<file path="config.mk">
export PLATFORM = sky130hd
export DESIGN_NAME = bt_uart_rx
export DESIGN_NICKNAME = d
export VERILOG_FILES = /design/src/rtl/bt_uart_pkg.sv /design/src/rtl/bt_baud_tick.sv /design/src/rtl/bt_uart_rx.sv
export SDC_FILE = /design/constraint.sdc
export NUM_CORES = 1
export LEC_CHECK = 0
export ABC_AREA = 1
export CORE_MARGIN = 1
export CORE_UTILIZATION = 34
export DETAILED_ROUTE_END_ITERATION = 8
export GPL_TIMING_DRIVEN = 0
export HOLD_SLACK_MARGIN = 0.05
export PLACE_DENSITY_LB_ADDON = 0.1
export SYNTH_ARGS = -nofsm -noshare
export SYNTH_HDL_FRONTEND = slang
export SYNTH_SLANG_ARGS = --single-unit
</file>
<file path="constraint.sdc">
create_clock -name clk -period 1.8 [get_ports clk]
set_input_delay 0.18 -clock clk [delete_from_list [all_inputs] [get_ports clk]]
set_output_delay 0.18 -clock clk [all_outputs]
set_load 0.05 [all_outputs]
</file>
<file path="src/rtl/bt_uart_pkg.sv">
// Shared types and constants for the RN41 UART receive path.
package bt_uart_pkg;

  typedef enum logic [2:0] {
    IDLE,
    START,
    DATA,
    STOP,
    BREAK
  } rx_state_t;

  localparam int unsigned OVERSAMPLE = 16;
  localparam int unsigned PHASE_W    = 4;
  localparam int unsigned BYTE_W     = 8;
  localparam int unsigned BIT_IDX_W  = 3;

  // Majority-vote sample phases within one bit; the decision is taken at the last one.
  localparam logic [PHASE_W-1:0] VOTE_PH_A = PHASE_W'(7);
  localparam logic [PHASE_W-1:0] VOTE_PH_B = PHASE_W'(8);
  localparam logic [PHASE_W-1:0] VOTE_PH_C = PHASE_W'(9);

  // Rounded clocks-per-tick divider, never below 1.
  function automatic int unsigned calc_div(input int unsigned clk_hz, input int unsigned baud);
    int unsigned d;
    d = (clk_hz + (baud * OVERSAMPLE) / 2) / (baud * OVERSAMPLE);
    return (d == 0) ? 1 : d;
  endfunction

endpackage

</file>
<file path="src/rtl/bt_baud_tick.sv">
// Free-running oversample tick generator with a synchronous restart.
module bt_baud_tick #(
  parameter int unsigned DIV = 4
) (
  input  logic clk,
  input  logic reset_n,
  input  logic restart,
  output logic tick
);

  localparam int unsigned CNT_W = (DIV > 1) ? $clog2(DIV) : 1;
  localparam logic [CNT_W-1:0] LAST = CNT_W'(DIV - 1);

  logic [CNT_W-1:0] cnt_q, cnt_d;
  logic             tick_q, tick_d;

  // Count 0..DIV-1, pulse tick on wrap; restart forces the count back to 0 without a tick.
  always_comb begin
    cnt_d  = cnt_q;
    tick_d = 1'b0;
    if (restart) begin
      cnt_d = '0;
    end else if (cnt_q == LAST) begin
      cnt_d  = '0;
      tick_d = 1'b1;
    end else begin
      cnt_d = cnt_q + CNT_W'(1);
    end
  end

  // Divider state register.
  always_ff @(posedge clk or negedge reset_n) begin
    if (!reset_n) begin
      cnt_q  <= '0;
      tick_q <= 1'b0;
    end else begin
      cnt_q  <= cnt_d;
      tick_q <= tick_d;
    end
  end

  assign tick = tick_q;

endmodule

</file>
<file path="src/rtl/bt_uart_rx.sv">
// 8N1 receiver for the RN41 link: synchroniser, 16x oversampling, 3-sample majority vote.
module bt_uart_rx #(
  parameter int unsigned CLK_HZ     = 50_000_000,
  parameter int unsigned BAUD       = 115200,
  parameter int unsigned OVERSAMPLE = 16
) (
  input  logic       clk,
  input  logic       reset_n,
  input  logic       rx,
  output logic       received,
  output logic [7:0] rx_byte,
  output logic       is_receiving,
  output logic       recv_error
);

  import bt_uart_pkg::*;

  localparam int unsigned DIV = calc_div(CLK_HZ, BAUD);
  localparam logic [PHASE_W-1:0] PH_LAST = PHASE_W'(OVERSAMPLE - 1);

  logic [1:0]           sync_q, sync_d;
  logic                 rxs;
  rx_state_t            state_q, state_d;
  logic [PHASE_W-1:0]   phase_q, phase_d;
  logic [BIT_IDX_W-1:0] bit_idx_q, bit_idx_d;
  logic [BYTE_W-1:0]    shift_q, shift_d;
  logic [1:0]           vote_q, vote_d;
  logic [BYTE_W-1:0]    rx_byte_q, rx_byte_d;
  logic                 received_q, received_d;
  logic                 recv_error_q, recv_error_d;
  logic                 is_receiving_q, is_receiving_d;
  logic                 restart_c;
  logic                 tick;
  logic                 vote_maj;

  bt_baud_tick #(
    .DIV (DIV)
  ) u_tick (
    .clk     (clk),
    .reset_n (reset_n),
    .restart (restart_c),
    .tick    (tick)
  );

  assign rxs    = sync_q[1];
  assign sync_d = {sync_q[0], rx};

  // Next-state, sampling and output strobes.
  always_comb begin
    state_d      = state_q;
    phase_d      = phase_q;
    bit_idx_d    = bit_idx_q;
    shift_d      = shift_q;
    vote_d       = vote_q;
    rx_byte_d    = rx_byte_q;
    received_d   = 1'b0;
    recv_error_d = 1'b0;
    restart_c    = 1'b0;
    vote_maj     = (vote_q[0] & vote_q[1]) | (vote_q[0] & rxs) | (vote_q[1] & rxs);

    case (state_q)
      IDLE: begin
        if (!rxs) begin
          state_d   = START;
          phase_d   = '0;
          restart_c = 1'b1;
        end
      end
      START, DATA, STOP: begin
        if (tick) begin
          phase_d = phase_q + PHASE_W'(1);
          if (phase_q == VOTE_PH_A) vote_d[0] = rxs;
          if (phase_q == VOTE_PH_B) vote_d[1] = rxs;
          if (phase_q == VOTE_PH_C) begin
            if (state_q == START) begin
              // A high vote means the falling edge was a glitch.
              if (vote_maj) begin
                state_d = IDLE;
              end else begin
                state_d   = DATA;
                bit_idx_d = '0;
              end
            end else if (state_q == DATA) begin
              shift_d   = {vote_maj, shift_q[BYTE_W-1:1]};
              bit_idx_d = bit_idx_q + BIT_IDX_W'(1);
              if (bit_idx_q == BIT_IDX_W'(7)) state_d = STOP;
            end else begin
              // Re-arm right after the stop vote so back-to-back frames are caught.
              if (vote_maj) begin
                rx_byte_d  = shift_q;
                received_d = 1'b1;
                state_d    = IDLE;
              end else begin
                recv_error_d = 1'b1;
                state_d      = BREAK;
                phase_d      = '0;
              end
            end
          end
        end
      end
      BREAK: begin
        // Phase counter doubles as the consecutive-idle-tick counter here.
        if (tick) begin
          if (!rxs) begin
            phase_d = '0;
          end else if (phase_q == PH_LAST) begin
            state_d = IDLE;
          end else begin
            phase_d = phase_q + PHASE_W'(1);
          end
        end
      end
      default: state_d = IDLE;
    endcase

    is_receiving_d = (state_d != IDLE);
  end

  // Receiver state and registered outputs.
  always_ff @(posedge clk or negedge reset_n) begin
    if (!reset_n) begin
      sync_q         <= 2'b11;
      state_q        <= IDLE;
      phase_q        <= '0;
      bit_idx_q      <= '0;
      shift_q        <= '0;
      vote_q         <= '0;
      rx_byte_q      <= '0;
      received_q     <= 1'b0;
      recv_error_q   <= 1'b0;
      is_receiving_q <= 1'b0;
    end else begin
      sync_q         <= sync_d;
      state_q        <= state_d;
      phase_q        <= phase_d;
      bit_idx_q      <= bit_idx_d;
      shift_q        <= shift_d;
      vote_q         <= vote_d;
      rx_byte_q      <= rx_byte_d;
      received_q     <= received_d;
      recv_error_q   <= recv_error_d;
      is_receiving_q <= is_receiving_d;
    end
  end

  assign received     = received_q;
  assign rx_byte      = rx_byte_q;
  assign recv_error   = recv_error_q;
  assign is_receiving = is_receiving_q;

endmodule

</file>
---- After elaboration in Yosys (flattened, before gate mapping) ----
Cells that the tools add are included.
word-level totals
  bits in registers ....................... 39
  input port bits ......................... 3
  output and inout port bits .............. 11
  logic and storage cells ................. 92
cells by class
  $add $sub $neg .......................... 3
  equality and inequality tests ........... 15
  multiplexer cells ....................... 43
  bitwise operators ....................... 7
  reduce and logical (&&, ||, !) cells .... 11
operators by type and width
  kind                 number
  $mux 3               13
  $mux 4               9
  $mux 1               16
  $reduce_and 5->1     3
  $eq 4x4->1 const B   3
  $pmux 4 s3           1
  $mux 5               2
  $pmux 3 s3           1
  $eq 3x2->1 const B   2
  $eq 3x3->1 const B   2
  $reduce_and 3->1     2
  $reduce_and 6->1     1
  $reduce_bool 3->1    2
  $add 5x1->5 const B  1
  $eq 5x5->1 const B   1
  $add 4x1->4 const B  1
  $eq 4x3->1 const B   1
  $ne 2x1->1 const B   2
  $ne 2x2->1 const B   2
  $add 3x1->3 const B  1
  $and 1x1->1          3
  $eq 3x1->1 const B   1
  $logic_not 3->1      1
  $ne 3x3->1 const B   1
  other kinds (5)      7

---- Logic depth before layout (Yosys ltp) ----
Gate-level depths: netlist of run 1.
  depth in word-level cells ............... 10
  mapped depth ............................ 10
  gate-level depth less buffers ........... 10

---- By module ----
Synthesis of run 1 repeated with hierarchy kept, for this count alone.
second synthesis, totals
  cell total of the unflattened synthesis .. 210
  area total of the unflattened synthesis .. 1,881.8 um^2
modules (own cells, without submodules)
  module        times used  cells an instance  area each (um^2)  seq. area each (um^2)
  bt_uart_rx    1           178                1,597.8           828.3
  bt_baud_tick  1           32                 284.0             150.1

---- Worst setup path before layout of run 1 ----
OpenSTA, ideal clock, no wires.
  path kind ............................... register to register
  start point ............................. reg phase_q[1]
  end point ............................... reg rx_byte_q[6] (netlist: rx_byte[6])
  setup time .............................. 119 ps
  arrival time ............................ 1,374 ps
  data required time ...................... 1,681 ps
  setup slack ............................. 307 ps
  stages on the path, launching flop included .. 11
  buffers on the path ..................... 1
  clock period less this slack ............ 1,493 ps
  cell sequence ........................... dfrtp_1 > inv_1 > ha_1 > nand3_2 > nor2_4 > inv_2 > nor2_8 > nand3_4 > buf_6 > nand2_2 > o21ai_2
between the ends
  cells in the longest elaborated chain, start to end .. 2
ends and longest elaborated chain
  what                        line               RTL
  from (decl)                 bt_uart_rx.sv:24   logic [PHASE_W-1:0] phase_q, phase_d;
  from (signal assigned)      bt_uart_rx.sv:136  phase_q <= phase_d;
  $eq 4x4->1                  bt_uart_rx.sv:74   if (phase_q == VOTE_PH_C) begin
  $reduce_and 6->1 (no line)  n/a
  to (signal assigned)        bt_uart_rx.sv:140  rx_byte_q <= rx_byte_d;
  to (decl)                   bt_uart_rx.sv:28   logic [BYTE_W-1:0] rx_byte_q, rx_byte_d;
Every way passes these cells.
A chain may end at the register's enable or synchronous reset.

---- Worst setup path after layout of run 1 ----
  start point ............................. reg rx_byte_q[7] (netlist: rx_byte[7])
  end point ............................... out rx_byte[7]
RTL lines
  what       line              RTL
  to (decl)  bt_uart_rx.sv:11  output logic [7:0] rx_byte,
No word-level cell between the ends.

==> results.cfg, run 1 <==
[status]
status = finished clean

[die]
die_y_um = 75.1
die_width_um = 75.1
floorplan.initialDensity = 0.354
design.die.area_um2 = 5640
number_of_top_level_pins = 14
core_area_um2 = 5140
placement_rows = 26

[clock_tree]
clock_latency_ns = 0.30
tritoncts = yes
htree_num_levels = 2
worst_setup_hold_path_clk_slew_ns = 0.08
ctsRootBufferMaster = clkbuf_8
total_cts_buffers = 5
number_of_sinks_handled_by_clock_tree_synthesis = 39
max-clock-path-buffers = 2

[placement]
place_worst_setup_slack_ns = 0.103
port_buffers = 13
hpwl_um = 2340
place.gp.congestion = 0.729
place_inst = 286

[worst_setup_path]
crit_path_start_kind = flop
cpLargestDelayFamily = buffers and inverters
cpMaxStageDelayCell = clkdlybuf4s50_1
path_depth = 1
origin_of_the_critical_flop_to_flop_path = phase_q[1]
timing.critical_path.cells = clkdlybuf4s50_1
timing.critical_path.arrival_ns = 1.48
cp_max_fo = 2
slowest_delay_ns = 0.81
cp_data_required_time_ns = 1.62
crit_start = rx_byte[7]
worstPathBufferInverterCount = 1
worst-setup-path-type = flop to output pin
reg2reg_depth = 10
cp-end-kind = output pin

[detailed_routing]
final_antenna_net_count = 0
vias = 1266
vias_per_cell = 4.28
firstDrtPassIters = 4
routedWlPerCell_um = 10.9
drcViolationCount = 0
drt_iter0_drc = 56
final_wirelength_um = 3230

[sta]
maxSlewHeadroom = 0.667
highest_attainable_clock_frequency_ghz = 0.603
period_share = 0.921
final-setup-viol-count = 0
timing.final.max_slew_violations = 0
worst_clock_skew_ns = 0.00654
final_critical_path_setup_slack_ns = 0.142
setup_repair_after_global_routing_missed_its_margin = false
final_hold_vio_count = 0
transition_time_of_the_tightest_slew_check_pin_ns = 0.497
holdWs_ns = 0.295
final.min_clock_period_ns = 1.66

[yosys]
share_of_the_yosys_chip_area_belonging_to_registers = 0.538
ys_top_cells_by_area = dfrtp_1 51%, nand2_1 11%, inv_1 6.4%, ha_1 4.8%, o21ai_0 4.4%
synth_seq_cells = 39
synth_nets = 212
synthFlopType = dfrtp_1
synth.lib_cells_used.distinct = 22
synth_top_cell_by_area = dfrtp_1
synth_largest_type_area_fraction = 0.509
syn_inst = 202
post-synth-top-count-cell = nand2_1
yosysWarnings = 0
number_of_synthesized_flops_with_an_enable_pin = 0
async_flop_share = 1.00
syn_avg_cell_area_um2 = 9.00
netlist_top_cells_count = 52 x nand2_1, 37 x dfrtp_1, 31 x inv_1
total_standard_cell_area_after_synthesis_um2 = 1820

[global_route]
vias_in_the_first_global_route = 1194
groute.usage.overall = 0.132
grt_pass1_wl_um = 5400
maximum_number_of_pins_on_one_net_before_global_route_repair = 27
grt_antenna_before_repair = 0
global_route.overflow_total = 0

[power_and_ir_drop]
net-switching-power_uw = 342
powerDensity_nw_per_um2 = 726
comb_pwr_share = 0.018
sequentialPowerShare = 0.558
power_switching_share = 0.216
power.clock.fraction = 0.424
leakagePower_nw = 1.05
ir_worst_vdd_mv = 0.386
cellInternalPower_mw = 1.24
fin_total_pwr_mw = 1.58

[worst_hold_path]
whs_path_cells = 1
hold_path_start = rx
hold_class = input pin to flop

[final_layout]
drive_above_1_share = 0.150
layout.nets = 235
flow.area_growth_from_synthesis_pct = 19.6
layout.cells.non_filler = 296
antenna_cells = 0

[run]
drv.max_cap_violation_count = 0
==> worst paths after layout <==
kind / to / slack, ns
setup / recovery: rx_byte[7] / 0.14
hold / removal: sync_q[0] / 0.29
max in group asynchronous: sync_q[0] / 0.97
setup reg to reg: rx_byte[5] / 0.19
hold reg to reg: sync_q[1] / 0.36
min in group asynchronous: phase_q[2] / 0.31
==> what timing repair did <==
| action | in CTS | in global routing |
|---|---|---|
| hold buffers | 1 | 0 |
| gates resized for setup | 0 | 1 |
| endpoints found under the setup margin | 0 | 4 |
| hold endpoints to repair | 13 | 0 |
| setup buffers | 0 | 1 |
==> registers in the layout (all words and copies together), names as in the netlist <==
| signal | count |
|---|---|
| vote_q | 2 |
| is_receiving | 1 |
| u_tick.cnt_q | 5 |
| u_tick.tick | 1 |
| shift_q | 8 |
| rx_byte | 8 |
| sync_q | 2 |
| bit_idx_q | 3 |
| phase_q | 4 |
| recv_error | 1 |
| received | 1 |
| state_q | 3 |
==> logic make-up after synthesis <==
logic type,Yosys count,synth area share
xor+xnor,4,0.0193
fa+ha+maj,7,0.0482
flops,39,0.538
buf+inv,36,0.0791
simple gates,90,0.227
compound gates,26,0.0881
==> power groups by stage <==
stage	Combinational [mW]	Clock (mW)	Sequential, mW
6_report	0.0278	0.669	0.881
5_1_grt	0.0328	0.733	0.882
4_1_cts	0.0301	0.698	0.881
3_5_place_dp	0.0284	0	0.898
3_3_place_gp	0.0246	0	0.898
2_1_floorplan	0.00139	0	0.898
==> placed cells by master (no fill, tap or decap) <==
cell / instances
nand2_1: 52
dfrtp_1: 37
inv_1: 31
o21ai_0: 16
nand3_1: 14
nor2_1: 14
clkdlybuf4s50_1: 12
o21ai_2: 8
clkbuf_8: 7
ha_1: 6
nand2_2: 3
inv_2: 3
xor2_1: 3
nand4_1: 2
buf_2: 2
a21oi_1: 2
dfstp_2: 2
nand3_2: 1
nor2_4: 1
nor2_8: 1
nor3_1: 1
nand3_4: 1
xnor2_1: 1
buf_6: 1
ha_2: 1
clkinvlp_4: 1
dlygate4sd3_1: 1
buf_12: 1
buf_4: 1
==> layout make-up <==
class / instances / area [um2]
fill: 541 / 2970
sequential: 39 / 978
multi-input combinational: 127 / 698
timing repair buffer: 16 / 163
inverter: 34 / 128
clock buffer: 7 / 96.3
tap: 70 / 87.6
buffer: 2 / 16.3
clock inverter: 1 / 7.51
==> routing by layer <==
metal | vias up | GRT usage | share of wire
li1 | 675 | - | -
met1 | 572 | 0.170 | 0.52
met2 | 13 | 0.202 | 0.43
met3 | 6 | 0.0482 | 0.032
met4 | 0 | 0.0503 | 0.016
met5 | - | 0 | 0
==> stage by stage <==
stage	cell area [um2]	setup TNS, ns	util
after floorplan	1820	0	-
after global placement	2040	-19.16	0.396
after detailed placement	2050	0	0.399
after CTS	2160	0	0.421
after global routing	2170	0	0.423
final	2170	0	0.423
No activity file was read; power rests on OpenSTA's default activity.
==> inputs of run 2 (changes only) <==
==> constraint.sdc (replaced) <==
create_clock -name clk -period 1.8 [get_ports clk]
set_input_delay 0.27 -clock clk [delete_from_list [all_inputs] [get_ports clk]]
set_output_delay 0.27 -clock clk [all_outputs]
set_load 0.05 [all_outputs]
==> results.cfg, run 2 (synthesis results as in run 1) <==
[placement]
placed_cell_area_um2 = 2050
hpwl_um = 2340
place.gp.congestion = 0.729
place_inst = 286
port_buffers = 13
place_worst_setup_slack_ns = 0.103

[sta]
final_hold_vio_count = 0
tns_ns = 0
period_share = 0.970
final_critical_path_setup_slack_ns = 0.0539
timing.final.max_slew_violations = 0
highest_attainable_clock_frequency_ghz = 0.573
holdWs_ns = 0.357
maxSlewHeadroom = 0.667
final-setup-viol-count = 0
final.min_clock_period_ns = 1.75
setup_repair_after_global_routing_missed_its_margin = false
transition_time_of_the_tightest_slew_check_pin_ns = 0.497
worst_clock_skew_ns = 0.00654

[final_layout]
final_core_utilization = 0.424
n_fill_cell = 541
layout.cells.non_filler = 296
antenna_cells = 0
fin_area_um2 = 2180
layout.nets = 235
multi_input_gate_area_um2 = 698
commonest_non_fill_non_tap_cell_in_the_layout = nand2_1
regArea_um2 = 978
flow.area_growth_from_synthesis_pct = 19.8
drive_above_1_share = 0.150
mostFrequentLayoutCells = 52 x nand2_1, 37 x dfrtp_1, 31 x inv_1

[die]
die_width_um = 75.1
number_of_top_level_pins = 14
placement_rows = 26
core_area_um2 = 5140
die_y_um = 75.1
design.die.area_um2 = 5640
floorplan.initialDensity = 0.354

[global_route]
grt_pass1_wl_um = 5400
maximum_number_of_pins_on_one_net_before_global_route_repair = 27
global_route.overflow_total = 0
globalRoute.busiestLayer = met2
grt_antenna_before_repair = 0
vias_in_the_first_global_route = 1194
met2_usage = 0.202
grtUsageMet1 = 0.170
gr-usage-met3 = 0.0482
groute.usage.overall = 0.132

[power_and_ir_drop]
power.clock.fraction = 0.424
fin_total_pwr_mw = 1.58
sequentialPowerShare = 0.558
cellInternalPower_mw = 1.24
ir_worst_vdd_mv = 0.386
leakagePower_nw = 1.06
comb_pwr_share = 0.018
net-switching-power_uw = 342
power_switching_share = 0.216
powerDensity_nw_per_um2 = 725

[detailed_routing]
routedWlPerCell_um = 10.9
vias_per_cell = 4.28
firstDrtPassIters = 4
drt_iter0_drc = 56
vias = 1266
drcViolationCount = 0
final_antenna_net_count = 0
final_wirelength_um = 3240

[worst_setup_path]
crit_path_start_kind = flop
worst-setup-path-type = flop to output pin
cpLargestDelayFamily = buffers and inverters
cp-end-kind = output pin
r2r_setup_slack_ns = 0.19
slowest_delay_ns = 0.81
timing.critical_path.arrival_ns = 1.48
cpMaxStageDelayCell = clkdlybuf4s50_1
worstPathBufferInverterCount = 1
timing.critical_path.cells = clkdlybuf4s50_1
cp_max_fo = 2
cp_data_required_time_ns = 1.53

[clock_tree]
clock_latency_ns = 0.30
number_of_sinks_handled_by_clock_tree_synthesis = 39
ctsRootBufferMaster = clkbuf_8
htree_num_levels = 2
tritoncts = yes
total_cts_buffers = 5
worst_setup_hold_path_clk_slew_ns = 0.08
max-clock-path-buffers = 2

[worst_hold_path]
hold_class = flop to flop

[run]
drv.max_cap_violation_count = 0

[status]
status = finished clean
-- run 2: cell count changes in the layout (fill, tap and decap cells not counted) --
cell / change
clkdlybuf4s50_1: -1
dlymetal6s2s_1: +1
-- run 2: timing repair --
item,4_1_cts,5_1_grt
setup buffers,0,1
endpoints found under the hold margin,13,0
endpoints found under the setup margin,0,5
resized for setup,0,2
hold buffers,1,0
-- run 2: metal layers --
metal	vias to the layer above	share of wire
met5	-	0
met4	0	0.016
met3	6	0.032
met2	13	0.43
met1	572	0.52
li1	675	-
-- run 2: path summary, 6_finish.rpt --
path | from | end | cells after the start
worst max-delay path | rx_byte[6] | rx_byte[6] | 1
worst min-delay path | sync_q[0] | sync_q[1] | 0
worst max register to register | phase_q[1] | rx_byte[5] | 10
worst min register to register | sync_q[0] | sync_q[1] | 0
max in group asynchronous | reset_n | sync_q[0] | 3
min in group asynchronous | reset_n | phase_q[2] | 2
-- run 2: final cells by class --
cell class / instances / share of cell area
sequential: 39 / 0.449
multi-input combinational: 127 / 0.321
timing repair buffer: 16 / 0.0759
inverter: 34 / 0.0586
clock buffer: 7 / 0.0443
tap: 70 / 0.0402
buffer: 2 / 0.00747
clock inverter: 1 / 0.00345
-- run 2: power groups by stage --
stage | clock network (mW) | registers [mW] | logic, mW
floorplan | 0 | 0.898 | 0.00139
global placement | 0 | 0.898 | 0.0246
detailed placement | 0 | 0.898 | 0.0284
CTS | 0.698 | 0.881 | 0.0301
global route | 0.733 | 0.882 | 0.0328
finish | 0.669 | 0.881 | 0.0278
==> inputs of run 3 (changes only) <==
--- a/config.mk
+++ b/config.mk
@@ -5,7 +5,6 @@
 export SDC_FILE = /design/constraint.sdc
 export NUM_CORES = 1
 export LEC_CHECK = 0
-export ABC_AREA = 1
 export CORE_MARGIN = 1
 export CORE_UTILIZATION = 34
 export DETAILED_ROUTE_END_ITERATION = 8
==> results.cfg, run 3 <==
[detailed_routing]
m1WireLength_um = 1560
met2_wirelength_um = 1540
final_antenna_net_count = 0
final_wirelength_um = 3300
firstDrtPassIters = 4
routedWlPerCell_um = 13.7
route.met3.wl_um = 109
drt_iter0_drc = 93
vias = 1190
top_layer_used = met4
vias_per_cell = 4.94
drcViolationCount = 0

[worst_setup_path]
cp_data_required_time_ns = 1.96
cpMaxStageDelayCell = dfrtp_2
crit_path_start_kind = flop
worst-setup-path-type = flop to flop
slowest_delay_ns = 0.47
reg2reg_depth = 5
cp-end-kind = flop
timing.critical_path.arrival_ns = 1.89
cp_max_fo = 6
timing.critical_path.cells = ha_4 -> and4_2 -> or3_4 -> a32oi_2 -> o22ai_1

[yosys]
synth_top_cell_by_area = dfrtp_1
synth_top_family_by_area = simple AND/OR/NAND/NOR gates
syn_avg_cell_area_um2 = 12.0
synth_xor_xnor_area_share = 0.0146
synth-simple-area-share = 0.163
yosysWarnings = 0
netlist_top_cells_count = 37 x dfrtp_1, 18 x mux2_2, 15 x nor2_1
synthAdderAreaFrac = 0.0551
async_flop_share = 1.00
number_of_synthesized_flops_with_an_enable_pin = 0
synth_largest_type_area_fraction = 0.516
share_of_the_yosys_chip_area_belonging_to_registers = 0.545
synth_nets = 160
post-synth-top-count-cell = dfrtp_1
synth.lib_cells_used.distinct = 40
synthFlopType = dfrtp_1
ys_top_cells_by_area = dfrtp_1 52%, mux2_2 11%, ha_1 4.9%, nor2_1 3.1%, dfstp_2 2.9%
total_standard_cell_area_after_synthesis_um2 = 1800
synth_compound_gate_area_share = 0.0655
synth.area.mux_share = 0.130
synth_seq_cells = 39
syn_inst = 150

[sta]
transition_time_of_the_tightest_slew_check_pin_ns = 0.851
holdWs_ns = 0.0826
final.min_clock_period_ns = 1.73
final-setup-viol-count = 0
maxSlewHeadroom = 0.433
period_share = 0.962
setup_repair_after_global_routing_missed_its_margin = false
highest_attainable_clock_frequency_ghz = 0.578
timing.final.max_slew_violations = 0
final_hold_vio_count = 0
tns_ns = 0
worst_clock_skew_ns = 0.00602

[clock_tree]
total_cts_buffers = 5
max-clock-path-buffers = 2
worst_setup_hold_path_clk_slew_ns = 0.08
tritoncts = yes
htree_num_levels = 2
clock_latency_ns = 0.29
number_of_sinks_handled_by_clock_tree_synthesis = 39
ctsRootBufferMaster = clkbuf_8
cts-hold-fix-buffers = 0

[die]
placement_rows = 26
floorplan.initialDensity = 0.352
die_y_um = 74.7
core_area_um2 = 5110
design.die.area_um2 = 5580
number_of_top_level_pins = 14
die_width_um = 74.7

[power_and_ir_drop]
powerDensity_nw_per_um2 = 689
fin_total_pwr_mw = 1.48
ir_worst_vdd_mv = 0.478
leakagePower_nw = 0.956

[final_layout]
multi_input_gate_area_um2 = 815
layout.nets = 180
commonest_non_fill_non_tap_cell_in_the_layout = dfrtp_1
drive_above_1_share = 0.269
mostFrequentLayoutCells = 36 x dfrtp_1, 18 x mux2_2, 15 x nor2_1
final_core_utilization = 0.420
n_fill_cell = 497
regArea_um2 = 980
flow.area_growth_from_synthesis_pct = 19.4
antenna_cells = 0
fin_area_um2 = 2140

[placement]
hpwl_um = 2240
placed_cell_area_um2 = 2010
port_buffers = 13
place.gp.congestion = 0.863

[global_route]
global_route.overflow_total = 0
grt_pass1_wl_um = 5560
maximum_number_of_pins_on_one_net_before_global_route_repair = 40
groute.usage.overall = 0.138
grt_antenna_before_repair = 0
vias_in_the_first_global_route = 1157

[worst_hold_path]
hold_class = input pin to async pin

[run]
drv.max_cap_violation_count = 0

[status]
status = finished clean
[run 3: cell types whose count changed in the layout (fill, tap and decap cells not counted), sizes merged, moves of 4 or more]
cell,delta
nand2,-47
inv,-26
o21ai,-23
mux2,+18
nand3,-11
o22ai,+4
[run 3: area by class of cell]
| class | instances | area share |
|---|---|---|
| plain buffers | 3 | 0.00700 |
| inverters | 8 | 0.0140 |
| clock buffers | 6 | 0.0338 |
| multi-input cells | 99 | 0.380 |
| well taps | 70 | 0.0408 |
| repair buffers | 14 | 0.0618 |
| flip-flops and latches | 39 | 0.457 |
| clock inverters | 2 | 0.00583 |
[run 3: timing repair]
item	4_1_cts	5_1_grt
pin swaps	0	1
resized for setup	7	6
endpoints found under the setup margin	11	8
buffers inserted	0	1
[run 3: critical path, delay by kind of cell, from the launching register on]
| kind | cells | cell delay, ns |
|---|---|---|
| AO/OA/AOI/OAI | 2 | 0.27 |
| flip-flops | 1 | 0.47 |
| adder cells (fa/ha/maj) | 1 | 0.19 |
| AND/OR/NAND/NOR | 2 | 0.66 |
[run 3: logic make-up after synthesis]
logic type	after synthesis
buffers and inverters	12
muxes	21
adders and majority gates	8
and+or+nand+nor	50
AOI/OAI and AO/OA	17
xor gates and xnor gates	3
DFF	39
[run 3: metrics by stage]
stage / setup WS, ns / cells
6_report: 0.0692 / 241
5_1_grt: 0.000280 / 241
4_1_cts: 0.0305 / 240
3_5_place_dp: -0.127 / 233
3_3_place_gp: -0.446 / 233
2_1_floorplan: 0.0582 / 150
[run 3: path summary, 6_finish.rpt]
path | startpoint | endpoint | slack (ns)
setup / recovery | phase_q[0] | phase_q[3] | 0.07
hold / removal | reset_n | phase_q[3] | 0.08
setup reg to reg | phase_q[0] | phase_q[3] | 0.07
hold reg to reg | sync_q[0] | sync_q[1] | 0.36
max in group asynchronous | reset_n | phase_q[0] | 1.14
min in group clk | sync_q[0] | sync_q[1] | 0.36
[run 3: routing by layer]
layer,global-route usage,vias to the layer above
li1,-,575
met1,0.177,590
met2,0.209,17
met3,0.0415,8
met4,0.0755,0
met5,0,-
[run 3: power breakdown]
part	leakage [nW]	switching, mW	total (mW)	internal (mW)
clock	0.0412	0.305	0.576	0.271
sequential	0.508	0.00322	0.883	0.880
combinational	0.407	0.0167	0.0196	0.00293
total	0.956	0.325	1.48	1.15
